$ cat src/rtl/pld_pkg.sv
// Shared types and defaults for the var2 sweep controller.
package pld_pkg;

    typedef enum logic [1:0] {
        ST_IDLE  = 2'd0,
        ST_DRIVE = 2'd1,
        ST_DRAIN = 2'd2,
        ST_CHECK = 2'd3
    } sweep_state_t;

    localparam int N_IN_DEF     = 5;
    localparam int EVAL_LAT_DEF = 2;

endpackage

$ cat src/rtl/var2_idx_pipe.sv
// Delay line for {valid, index} that keeps each vector index aligned with
// the evaluator result it produces.
module var2_idx_pipe
    import pld_pkg::*;
#(
    parameter int IW    = N_IN_DEF,
    parameter int DEPTH = EVAL_LAT_DEF + 1
) (
    input  logic          clk,
    input  logic          rst_n,
    input  logic          i_valid,
    input  logic [IW-1:0] i_idx,
    output logic          o_valid,
    output logic [IW-1:0] o_idx,
    output logic          o_pend
);

    logic [DEPTH-1:0] r_valid;
    logic [IW-1:0]    r_idx [DEPTH];

    // Shift valid and index one stage per clock.
    always_ff @(posedge clk or negedge rst_n) begin
        if (!rst_n) begin
            r_valid <= '0;
            for (int k = 0; k < DEPTH; k++) r_idx[k] <= '0;
        end else begin
            r_valid  <= {r_valid[DEPTH-2:0], i_valid};
            r_idx[0] <= i_idx;
            for (int k = 1; k < DEPTH; k++) r_idx[k] <= r_idx[k-1];
        end
    end

    assign o_valid = r_valid[DEPTH-1];
    assign o_idx   = r_idx[DEPTH-1];
    // Anything still in flight behind the output stage; once clear, the
    // output stage is the last entry and is consumed on the coming edge.
    assign o_pend  = |r_valid[DEPTH-2:0];

endmodule

$ cat src/rtl/var2_sweep_ctrl.sv
// Exhaustive sweep sequencer for a registered N_IN-input boolean evaluator.
// Drives every input vector once, rebuilds the truth table from the delayed
// results and compares it against an expected table.
//
//   state | meaning
//   IDLE  | eval_in=0, results held, waits for start
//   DRIVE | presents vector eval_in, one per cycle, 0 .. 2**N_IN-1
//   DRAIN | eval_in=0, waits for in-flight results to land
//   CHECK | one cycle, latches pass, raises done on the next cycle
module var2_sweep_ctrl
    import pld_pkg::*;
#(
    parameter int N_IN     = N_IN_DEF,
    parameter int EVAL_LAT = EVAL_LAT_DEF
) (
    input  logic                 clk,
    input  logic                 rst_n,
    input  logic                 i_start,
    input  logic [(2**N_IN)-1:0] i_exp_table,
    output logic [N_IN-1:0]      o_eval_in,
    input  logic                 i_eval_out,
    output logic                 o_busy,
    output logic                 o_done,
    output logic [(2**N_IN)-1:0] o_table,
    output logic [N_IN:0]        o_ones,
    output logic                 o_pass,
    output logic                 o_err_valid,
    output logic [N_IN-1:0]      o_err_idx
);

    localparam logic [N_IN-1:0] V_ONE  = {{(N_IN-1){1'b0}}, 1'b1};
    localparam logic [N_IN-1:0] V_LAST = '1;

    sweep_state_t          r_state;
    sweep_state_t          w_nxt_state;
    logic [N_IN-1:0]       r_eval_in;
    logic [N_IN-1:0]       w_nxt_eval_in;
    logic                  w_nxt_valid;
    logic                  w_clear;
    logic                  w_check;
    logic                  r_done;

    logic                  w_cap_valid;
    logic [N_IN-1:0]       w_cap_idx;
    logic                  w_pend;
    logic [N_IN:0]         w_ones_inc;

    logic [(2**N_IN)-1:0]  r_table;
    logic [N_IN:0]         r_ones;
    logic                  r_pass;
    logic                  r_err_valid;
    logic [N_IN-1:0]       r_err_idx;

    // State, presented vector and done pulse registers.
    always_ff @(posedge clk or negedge rst_n) begin
        if (!rst_n) begin
            r_state   <= ST_IDLE;
            r_eval_in <= '0;
            r_done    <= 1'b0;
        end else begin
            r_state   <= w_nxt_state;
            r_eval_in <= w_nxt_eval_in;
            r_done    <= w_check;
        end
    end

    // Next state, next vector and the clear/check strobes.
    always_comb begin
        w_nxt_state   = r_state;
        w_nxt_eval_in = '0;
        w_nxt_valid   = 1'b0;
        w_clear       = 1'b0;
        w_check       = 1'b0;
        unique case (r_state)
            ST_IDLE: begin
                if (i_start) begin
                    w_nxt_state = ST_DRIVE;
                    w_nxt_valid = 1'b1;
                    w_clear     = 1'b1;
                end
            end
            ST_DRIVE: begin
                // The vector register doubles as the sweep counter; the last
                // vector ends the sweep instead of wrapping back to zero.
                if (r_eval_in == V_LAST) begin
                    w_nxt_state = ST_DRAIN;
                end else begin
                    w_nxt_eval_in = r_eval_in + V_ONE;
                    w_nxt_valid   = 1'b1;
                end
            end
            ST_DRAIN: begin
                if (!w_pend) w_nxt_state = ST_CHECK;
            end
            ST_CHECK: begin
                w_check     = 1'b1;
                w_nxt_state = ST_IDLE;
            end
            default: w_nxt_state = ST_IDLE;
        endcase
    end

    // Fed from the next-vector values, so the extra stage stands in for the
    // vector register and the output lines up with the evaluator result.
    var2_idx_pipe #(
        .IW    (N_IN),
        .DEPTH (EVAL_LAT + 1)
    ) u_idx_pipe (
        .clk     (clk),
        .rst_n   (rst_n),
        .i_valid (w_nxt_valid),
        .i_idx   (w_nxt_eval_in),
        .o_valid (w_cap_valid),
        .o_idx   (w_cap_idx),
        .o_pend  (w_pend)
    );

    assign w_ones_inc = {{N_IN{1'b0}}, i_eval_out};

    // Capture results into the table, count ones, record the first mismatch.
    always_ff @(posedge clk or negedge rst_n) begin
        if (!rst_n) begin
            r_table     <= '0;
            r_ones      <= '0;
            r_pass      <= 1'b0;
            r_err_valid <= 1'b0;
            r_err_idx   <= '0;
        end else if (w_clear) begin
            r_table     <= '0;
            r_ones      <= '0;
            r_pass      <= 1'b0;
            r_err_valid <= 1'b0;
            r_err_idx   <= '0;
        end else begin
            if (w_cap_valid) begin
                r_table[w_cap_idx] <= i_eval_out;
                r_ones             <= r_ones + w_ones_inc;
                // Indices arrive in ascending order, so the first one kept
                // is the lowest mismatching index.
                if ((i_eval_out != i_exp_table[w_cap_idx]) && !r_err_valid) begin
                    r_err_valid <= 1'b1;
                    r_err_idx   <= w_cap_idx;
                end
            end
            if (w_check) r_pass <= ~r_err_valid;
        end
    end

    assign o_eval_in   = r_eval_in;
    assign o_busy      = (r_state != ST_IDLE);
    assign o_done      = r_done;
    assign o_table     = r_table;
    assign o_ones      = r_ones;
    assign o_pass      = r_pass;
    assign o_err_valid = r_err_valid;
    assign o_err_idx   = r_err_idx;

endmodule

$ cat config.mk
export PLATFORM = sky130hd
export DESIGN_NAME = var2_sweep_ctrl
export DESIGN_NICKNAME = d
export VERILOG_FILES = /design/src/rtl/pld_pkg.sv /design/src/rtl/var2_idx_pipe.sv /design/src/rtl/var2_sweep_ctrl.sv
export SDC_FILE = /design/constraint.sdc
export NUM_CORES = 1
export LEC_CHECK = 0
export ABC_AREA = 1
export CELL_PAD_IN_SITES_DETAIL_PLACEMENT = 0
export CELL_PAD_IN_SITES_GLOBAL_PLACEMENT = 1
export CORE_ASPECT_RATIO = 0.7
export CORE_MARGIN = 5
export CORE_UTILIZATION = 30
export DETAILED_ROUTE_END_ITERATION = 10
export PLACE_DENSITY = 0.72
export RECOVER_POWER = 50
export SLEW_MARGIN = 20
export SYNTH_ARGS = -nofsm -noshare
export SYNTH_HDL_FRONTEND = slang
export SYNTH_SLANG_ARGS = --single-unit
$ cat constraint.sdc
create_clock -name clk -period 3.51 [get_ports clk]
set_input_delay 0.702 -clock clk [delete_from_list [all_inputs] [get_ports clk]]
set_output_delay 0.702 -clock clk [all_outputs]
set_load 0.02 [all_outputs]
==> results of run 1 <==
==> cells in the final DEF, fill, tap and decap left out <==
cell	count
sky130_fd_sc_hd__nor2_1	18
sky130_fd_sc_hd__dlygate4sd3_1	2
sky130_fd_sc_hd__inv_2	6
sky130_fd_sc_hd__nand2_4	1
sky130_fd_sc_hd__clkbuf_16	9
sky130_fd_sc_hd__inv_1	30
sky130_fd_sc_hd__a31oi_1	17
sky130_fd_sc_hd__nor3b_1	1
sky130_fd_sc_hd__clkbuf_8	2
sky130_fd_sc_hd__clkbuf_1	3
sky130_fd_sc_hd__o21a_1	1
sky130_fd_sc_hd__nand2_2	1
sky130_fd_sc_hd__o21ai_0	21
sky130_fd_sc_hd__ha_1	9
sky130_fd_sc_hd__buf_4	3
sky130_fd_sc_hd__a22oi_1	17
sky130_fd_sc_hd__nor3_2	9
sky130_fd_sc_hd__nand2_1	152
sky130_fd_sc_hd__o211a_1	1
sky130_fd_sc_hd__nand3_4	1
sky130_fd_sc_hd__nand3_1	10
sky130_fd_sc_hd__nand3_2	1
sky130_fd_sc_hd__nor3_1	1
sky130_fd_sc_hd__bufinv_16	2
sky130_fd_sc_hd__clkbuf_2	1
sky130_fd_sc_hd__clkdlybuf4s50_1	84
sky130_fd_sc_hd__a21oi_1	6
sky130_fd_sc_hd__o21ai_1	5
sky130_fd_sc_hd__dfrtp_1	66
==> cell type report <==
cell class                 count  area [um^2]
fill                        1067         5948
clock inverter                 2        60.06
tap                          132        165.2
clock buffer                  13        260.3
inverter                      36        135.1
sequential                    66         1652
multi-input combinational    272         1360
timing repair buffer          91        892.1
==> kinds of logic after synthesis <==
group	count (synthesis)	share of synthesized area [%]
adder cells (fa/ha/maj)	9	3.452
AND/OR/NAND/NOR	195	25.62
flip-flops	66	50.63
AO/OA/AOI/OAI	68	12.62
buffers and inverters	58	7.672
==> routing by layer <==
| layer | GRT usage [%] | wire, um | up-vias | part of all wire [%] |
|---|---|---|---|---|
| met5 | 0 | 0 | - | 0 |
| met4 | 3.286 | 45 | 0 | 0.53 |
| met3 | 5.797 | 670 | 6 | 7.9 |
| met2 | 19.71 | 3635 | 66 | 43 |
| met1 | 18.39 | 4093 | 1290 | 48 |
| li1 | - | - | 1441 | - |
==> registers in the layout (all words and copies together), names as in the netlist <==
name	cells
o_table	32
u_idx_pipe.r_idx	10
o_ones	6
o_err_idx	5
u_idx_pipe.o_idx	5
u_idx_pipe.r_valid	3
r_state	2
o_done	1
o_err_valid	1
o_pass	1
==> worst paths after layout <==
check	to	depth (start not counted)
max	o_busy	4
min	u_idx_pipe.o_idx[4]	0
max reg2reg	o_err_idx[4]	11
min reg2reg	u_idx_pipe.o_idx[4]	0
max in group asynchronous	u_idx_pipe.o_idx[1]	2
min in group asynchronous	o_table[13]	1
==> power by group through the flow <==
stage / clock (W) / combinational (W) / sequential, W
2_1_floorplan: 0 / 0.000607 / 0.00103
3_3_place_gp: 0 / 0.000975 / 0.000998
3_5_place_dp: 0 / 0.000985 / 0.000997
4_1_cts: 0.000980 / 0.000989 / 0.000988
5_1_grt: 0.00102 / 0.00110 / 0.00101
6_report: 0.000959 / 0.000967 / 0.000986
==> worst max-delay path: stages, from the launching register on <==
cell and delay (ps):
sky130_fd_sc_hd__dfrtp_1 380, sky130_fd_sc_hd__inv_1 100, sky130_fd_sc_hd__ha_1 220, sky130_fd_sc_hd__inv_1 80, sky130_fd_sc_hd__clkdlybuf4s50_1 610
==> metrics by stage <==
stage	setup WS [ps]	cells	instance area, um^2	utilization (%)	total power (W)
after global placement	1247	597	4208	40.18	0.001972
after CTS	1078	612	4528	43.24	0.002956
after global routing	737.8	612	4524	43.20	0.003129
after floorplan	1828	396	3262	-	0.001633
after detailed placement	1211	597	4208	40.18	0.001982
final	1089	612	4524	43.20	0.002911
==> qor.tcl, run 1 <==
set qor(routabilityCongestion) 0.7765
set qor(clock-sinks) 66
set qor(cp_max_fo) 4
set qor(setup.worst_path.class) {register to primary output}
set qor(worstReg2RegStart) {u_idx_pipe.o_idx[4]}
set qor(numCtsBuffers) 9
set qor(grt.overflow.total) 0
set qor(hold_path.startpoint) {u_idx_pipe.r_idx[9]}
set qor(post_cts.repair.setup_buffers) 0
set qor(ys_seq_elements) 66
set qor(cp.arrival_ps) 1720
set qor(wl_per_cell_um) 13.80
set qor(hold_viol) 0
set qor(detailedPlacementHpwl_um) 6168
set qor(finalCriticalPeriod_ps) 2421
set qor(total_wirelength_of_the_detailed_routed_design_um) 8444
set qor(die_y_um) 97.24
set qor(global_route_wire_length_before_repair_um) 14150
set qor(io_pins) 88
set qor(first_pass_iters) 4
set qor(relative_contribution_of_the_clock_network_to_total_power_pct) 32.9
set qor(ctsHtreeMaxLevel) 3
set qor(setup_failing_eps_final) 0
set qor(floorplan.die_area_um2) 13090
set qor(cts.hold.buffers_added) 0
set qor(clk_latency_ps) 330
set qor(layout_overhead_on_the_synthesized_area_pct) 38.70
set qor(worstMarginPinSlew_ps) 1172
set qor(placement.io_buffers) 87
set qor(seq_area_frac_synth_pct) 50.63
set qor(crit_start) {r_state[0]}
set qor(synthDominantAreaCellType) {sky130_fd_sc_hd__dfrtp_1}
set qor(die-width_um) 134.6
set qor(ys_types) 24
set qor(netSwitchingPower_w) 0.001017
set qor(worstSetupEndpointType) {primary output}
set qor(drt_first_iter_violations) 164
set qor(relSlewSlack_pct) 21.89
set qor(drv_cap) 0
set qor(yosysMostFrequentCell) {sky130_fd_sc_hd__nand2_1}
set qor(fmaxAchievable_ghz) 0.4130
set qor(power_frac_seq_pct) 33.9
set qor(crit_required_ps) 2810
set qor(route.detailed.vias_per_inst) 4.580
set qor(floorplan.initialDensity_pct) 31.15
set qor(layout-drive-gt1-share_pct) 7.500
set qor(postSynthNetCount) 441
set qor(postSynthCellCount) 396
set qor(pwr_density_cell_nw_per_um2) 643.5
set qor(timing.reg2reg.setup_slack_ps) 1570
set qor(initial_antenna_violation_count) 0
set qor(syn-cell-area_um2) 3262
set qor(max-clock-path-buffers) 2
set qor(grt_setup_unrepaired) {false}
set qor(period_share_pct) 68.98
set qor(diodes) 0
set qor(worstHoldPathType) {register to register}
set qor(final_max_slew_viol_count) 0
set qor(postSynth.topFlopCell) {sky130_fd_sc_hd__dfrtp_1}
set qor(cts_tree) {yes}
set qor(grtUsageTotal_pct) 13.49
set qor(leakagePower_nw) 2.309
set qor(synthTopCellsByArea) {sky130_fd_sc_hd__dfrtp_1, sky130_fd_sc_hd__nand2_1, sky130_fd_sc_hd__a22oi_1}
set qor(core_area_um2) 10470
set qor(route.detailed.drc) 0
set qor(postRouteAntennaNets) 0
set qor(cts.repair.resized) 0
set qor(timing.clock.skew_ps) 6.346
set qor(cts-root-buf) {sky130_fd_sc_hd__clkbuf_16}
set qor(finalSetupTns_ps) 0
set qor(p_int_w) 0.001894
set qor(worst_setup_hold_path_clk_slew_ps) 50
set qor(pin_count_of_the_biggest_net_entering_global_routing) 47
set qor(row_count) 31
set qor(synth-edff-count) 0
set qor(via_count) 2803
set qor(finalNetCount) 521
set qor(netlist_top_cells_count) {sky130_fd_sc_hd__nand2_1, sky130_fd_sc_hd__dfrtp_1, sky130_fd_sc_hd__inv_1, sky130_fd_sc_hd__o21ai_0, sky130_fd_sc_hd__nor2_1}
set qor(status) {completed}
set qor(syn_area_per_cell_um2) 8.237
set qor(vdd_drop_max_uv) 376.6
set qor(synth_warnings) 0
set qor(power.share.switching_pct) 34.93
set qor(combPwrFrac_pct) 33.2
set qor(whs_ps) 346.2
set qor(cp-start-kind) {register}
set qor(synth_top_area_share_pct) 50.63
set qor(first_global_vias) 2815
set qor(synth_async_sr_flop_share_pct) 100.0
Power figures use the tool's default switching activity.
==> inputs of run 2 (changes only) <==
==> constraint.sdc (replaced) <==
create_clock -name clk -period 2.3 [get_ports clk]
set_input_delay 0.46 -clock clk [delete_from_list [all_inputs] [get_ports clk]]
set_output_delay 0.46 -clock clk [all_outputs]
set_load 0.02 [all_outputs]
==> qor.tcl, run 2 (synthesis results as in run 1) <==
set qor(crit_slowest_cell) {sky130_fd_sc_hd__clkdlybuf4s50_1} ;# unchanged
set qor(ctsHtreeMaxLevel) 3 ;# unchanged
set qor(clk_latency_ps) 320 ;# was 330 ps
set qor(cts-root-buf) {sky130_fd_sc_hd__clkbuf_16} ;# unchanged
set qor(floorplan.initialDensity_pct) 31.15 ;# unchanged
set qor(period_share_pct) 93.68
set qor(numCtsBuffers) 9 ;# unchanged
set qor(die-width_um) 134.6 ;# unchanged
set qor(worstSetupEndpointType) {primary output} ;# unchanged
set qor(first_pass_iters) 4 ;# unchanged
set qor(largest_reg_flops) 32 ;# unchanged
set qor(post_cts.repair.setup_buffers) 0 ;# unchanged
set qor(cts_tree) {yes} ;# unchanged
set qor(max-clock-path-buffers) 2 ;# unchanged
set qor(critPathMaxStageDelay_ps) 610 ;# about the same
set qor(share_of_the_core_filled_with_cells_in_the_final_layout_pct) 43.43 ;# was 43.20%
set qor(clock-sinks) 66 ;# unchanged
set qor(core_area_um2) 10470 ;# unchanged
set qor(hold_viol) 0 ;# unchanged
set qor(pwr_density_cell_nw_per_um2) 940.8 ;# was 643.5 nW/um^2
set qor(vdd_drop_max_uv) 620.9 ;# was 376.6 uV
set qor(detailedPlacementHpwl_um) 6259 ;# was 6168 um
set qor(hold_path.startpoint) {u_idx_pipe.r_idx[9]} ;# unchanged
set qor(status) {finished with violations} ;# was completed
set qor(row_count) 31 ;# unchanged
set qor(grt.overflow.total) 0 ;# unchanged
set qor(drv_cap) 1 ;# was 0
set qor(route.detailed.vias_per_inst) 4.556 ;# was 4.580
set qor(routabilityCongestion) 0.7751 ;# was 0.7765
set qor(grtUsageTotal_pct) 13.48 ;# was 13.49%
set qor(cell_count_of_the_worst_hold_path) 0 ;# unchanged
set qor(floorplan.die_area_um2) 13090 ;# unchanged
set qor(cp.arrival_ps) 1690 ;# was 1720 ps
set qor(final_max_slew_viol_count) 67 ;# was 0
set qor(fillerInstances) 1021 ;# was 1067
set qor(pin_count_of_the_biggest_net_entering_global_routing) 67 ;# was 47
set qor(cts.hold.buffers_added) 0 ;# unchanged
set qor(setup_failing_eps_final) 0 ;# unchanged
set qor(setup.worst_path.class) {register to primary output} ;# unchanged
set qor(fmaxAchievable_ghz) 0.4641
set qor(grt_setup_unrepaired) {false} ;# unchanged
set qor(cp_max_fo) 4 ;# unchanged
set qor(die_y_um) 97.24 ;# unchanged
set qor(io_pins) 88 ;# unchanged
set qor(timing.reg2reg.setup_slack_ps) 300 ;# was 1570 ps
set qor(worstHoldPathType) {register to register} ;# unchanged
set qor(regArea_um2) 1652 ;# unchanged
set qor(total_wirelength_of_the_detailed_routed_design_um) 8585 ;# was 8444 um
set qor(crit_required_ps) 1840 ;# was 2810 ps
set qor(finalCriticalPeriod_ps) 2155
set qor(placedCellCount) 605 ;# was 597
set qor(crit_chain) {inv_1 -> ha_1 -> inv_1 -> clkdlybuf4s50_1} ;# unchanged
set qor(final_common_cell) {sky130_fd_sc_hd__nand2_1} ;# unchanged
set qor(leakagePower_nw) 2.338 ;# was 2.309 nW
set qor(finalNetCount) 529 ;# was 521
set qor(whs_ps) 345.6 ;# was 346.2 ps
set qor(first_global_vias) 2847 ;# was 2815
set qor(worstMarginPinSlew_ps) 1602 ;# was 1172 ps
set qor(wl_per_cell_um) 13.82 ;# was 13.80 um
set qor(initial_antenna_violation_count) 0 ;# unchanged
set qor(violated_checks) {capacitance limit, slew limit}
set qor(multi_input_area_um2) 1363 ;# was 1360 um^2
set qor(drt_first_iter_violations) 267 ;# was 164
set qor(via_count) 2829 ;# was 2803
set qor(depth_of_the_most_critical_reg_to_reg_path) 11 ;# unchanged
set qor(layout-drive-gt1-share_pct) 9.202 ;# was 7.500%
set qor(postRouteAntennaNets) 0 ;# unchanged
set qor(min_to) {u_idx_pipe.o_idx[4]} ;# unchanged
set qor(layout_overhead_on_the_synthesized_area_pct) 39.43 ;# was 38.70%
set qor(diodes) 0 ;# unchanged
set qor(mostFrequentLayoutCells) {sky130_fd_sc_hd__nand2_1, sky130_fd_sc_hd__clkdlybuf4s50_1, sky130_fd_sc_hd__dfrtp_1} ;# unchanged
set qor(global_route_wire_length_before_repair_um) 14040 ;# was 14150 um
set qor(detailedPlace.worstSlack_ps) -165.0 ;# was 1211 ps
set qor(cp-start-kind) {register} ;# unchanged
set qor(worstReg2RegStart) {u_idx_pipe.o_idx[1]} ;# was u_idx_pipe.o_idx[4]
set qor(finalWorstSetupSlack_ps) 145.3 ;# was 1089 ps
set qor(worstReg2RegEnd) {o_err_idx[4]} ;# unchanged
set qor(relSlewSlack_pct) -6.800 ;# was 21.89%
set qor(final_cell_count_no_fill) 621 ;# was 612
set qor(placement.io_buffers) 87 ;# unchanged
set qor(timing.clock.skew_ps) 5.192 ;# was 6.346 ps
set qor(cp_common_cell) {sky130_fd_sc_hd__inv_1} ;# unchanged
set qor(worst_setup_hold_path_clk_slew_ps) 50 ;# about the same
set qor(route.detailed.drc) 0 ;# unchanged
run 2: report_power, final:
group / switching (W) / leakage, nW / internal, W
Combinational: 0.000939 / 1.30 / 0.000547
Clock: 0.000452 / 0.138 / 0.000835
Sequential: 0.000162 / 0.897 / 0.00134
Total: 0.00155 / 2.34 / 0.00273
run 2: how the worst max path moves through the flow:
stage | start | endpoint | slack (ps) | cells after the start
2_1_floorplan | r_state[0] | o_table[12] | 680 | 7
3_3_place_gp | i_start | o_table[6] | -90 | 6
3_5_place_dp | i_start | o_table[2] | -160 | 6
4_1_cts | r_state[0] | o_table[2] | 70 | 7
5_1_grt | u_idx_pipe.o_idx[1] | o_err_idx[3] | 30 | 11
6_report | r_state[0] | o_busy | 150 | 4
run 2: repair_timing:
item / 4_1_cts / 5_1_grt
endpoints found under the hold margin: 0 / 0
gates resized for setup: 0 / 1
endpoints found under the setup margin: 0 / 17
run 2: worst max-delay path: cells and delay by family, from the launching register on:
| kind | cells | cell delay, ps |
|---|---|---|
| buffers and inverters | 3 | 790 |
| adder cells (fa/ha/maj) | 1 | 220 |
| flip-flops | 1 | 370 |
run 2: metal layers:
metal	vias to the layer above	routed length, um	GRT usage [%]
li1	1457	-	-
met1	1300	4102	18.27
met2	70	3840	19.82
met3	2	630	5.952
met4	0	12	3.052
met5	-	0	0
run 2: metrics by stage:
stage,instance area [um^2],setup TNS (ps),total power [W]
finish,4548,0,0.004279
global route,4548,0,0.004578
CTS,4561,0,0.004358
detailed placement,4280,-2132,0.003038
global placement,4280,-1194,0.003007
floorplan,3262,0,0.002493
run 2: final cells by class:
class	count	share of cell area, %
timing repair buffer	99	20.96
sequential	66	36.31
clock buffer	13	5.282
tap	132	3.631
inverter	36	2.971
clock inverter	3	0.8803
multi-input combinational	272	29.96
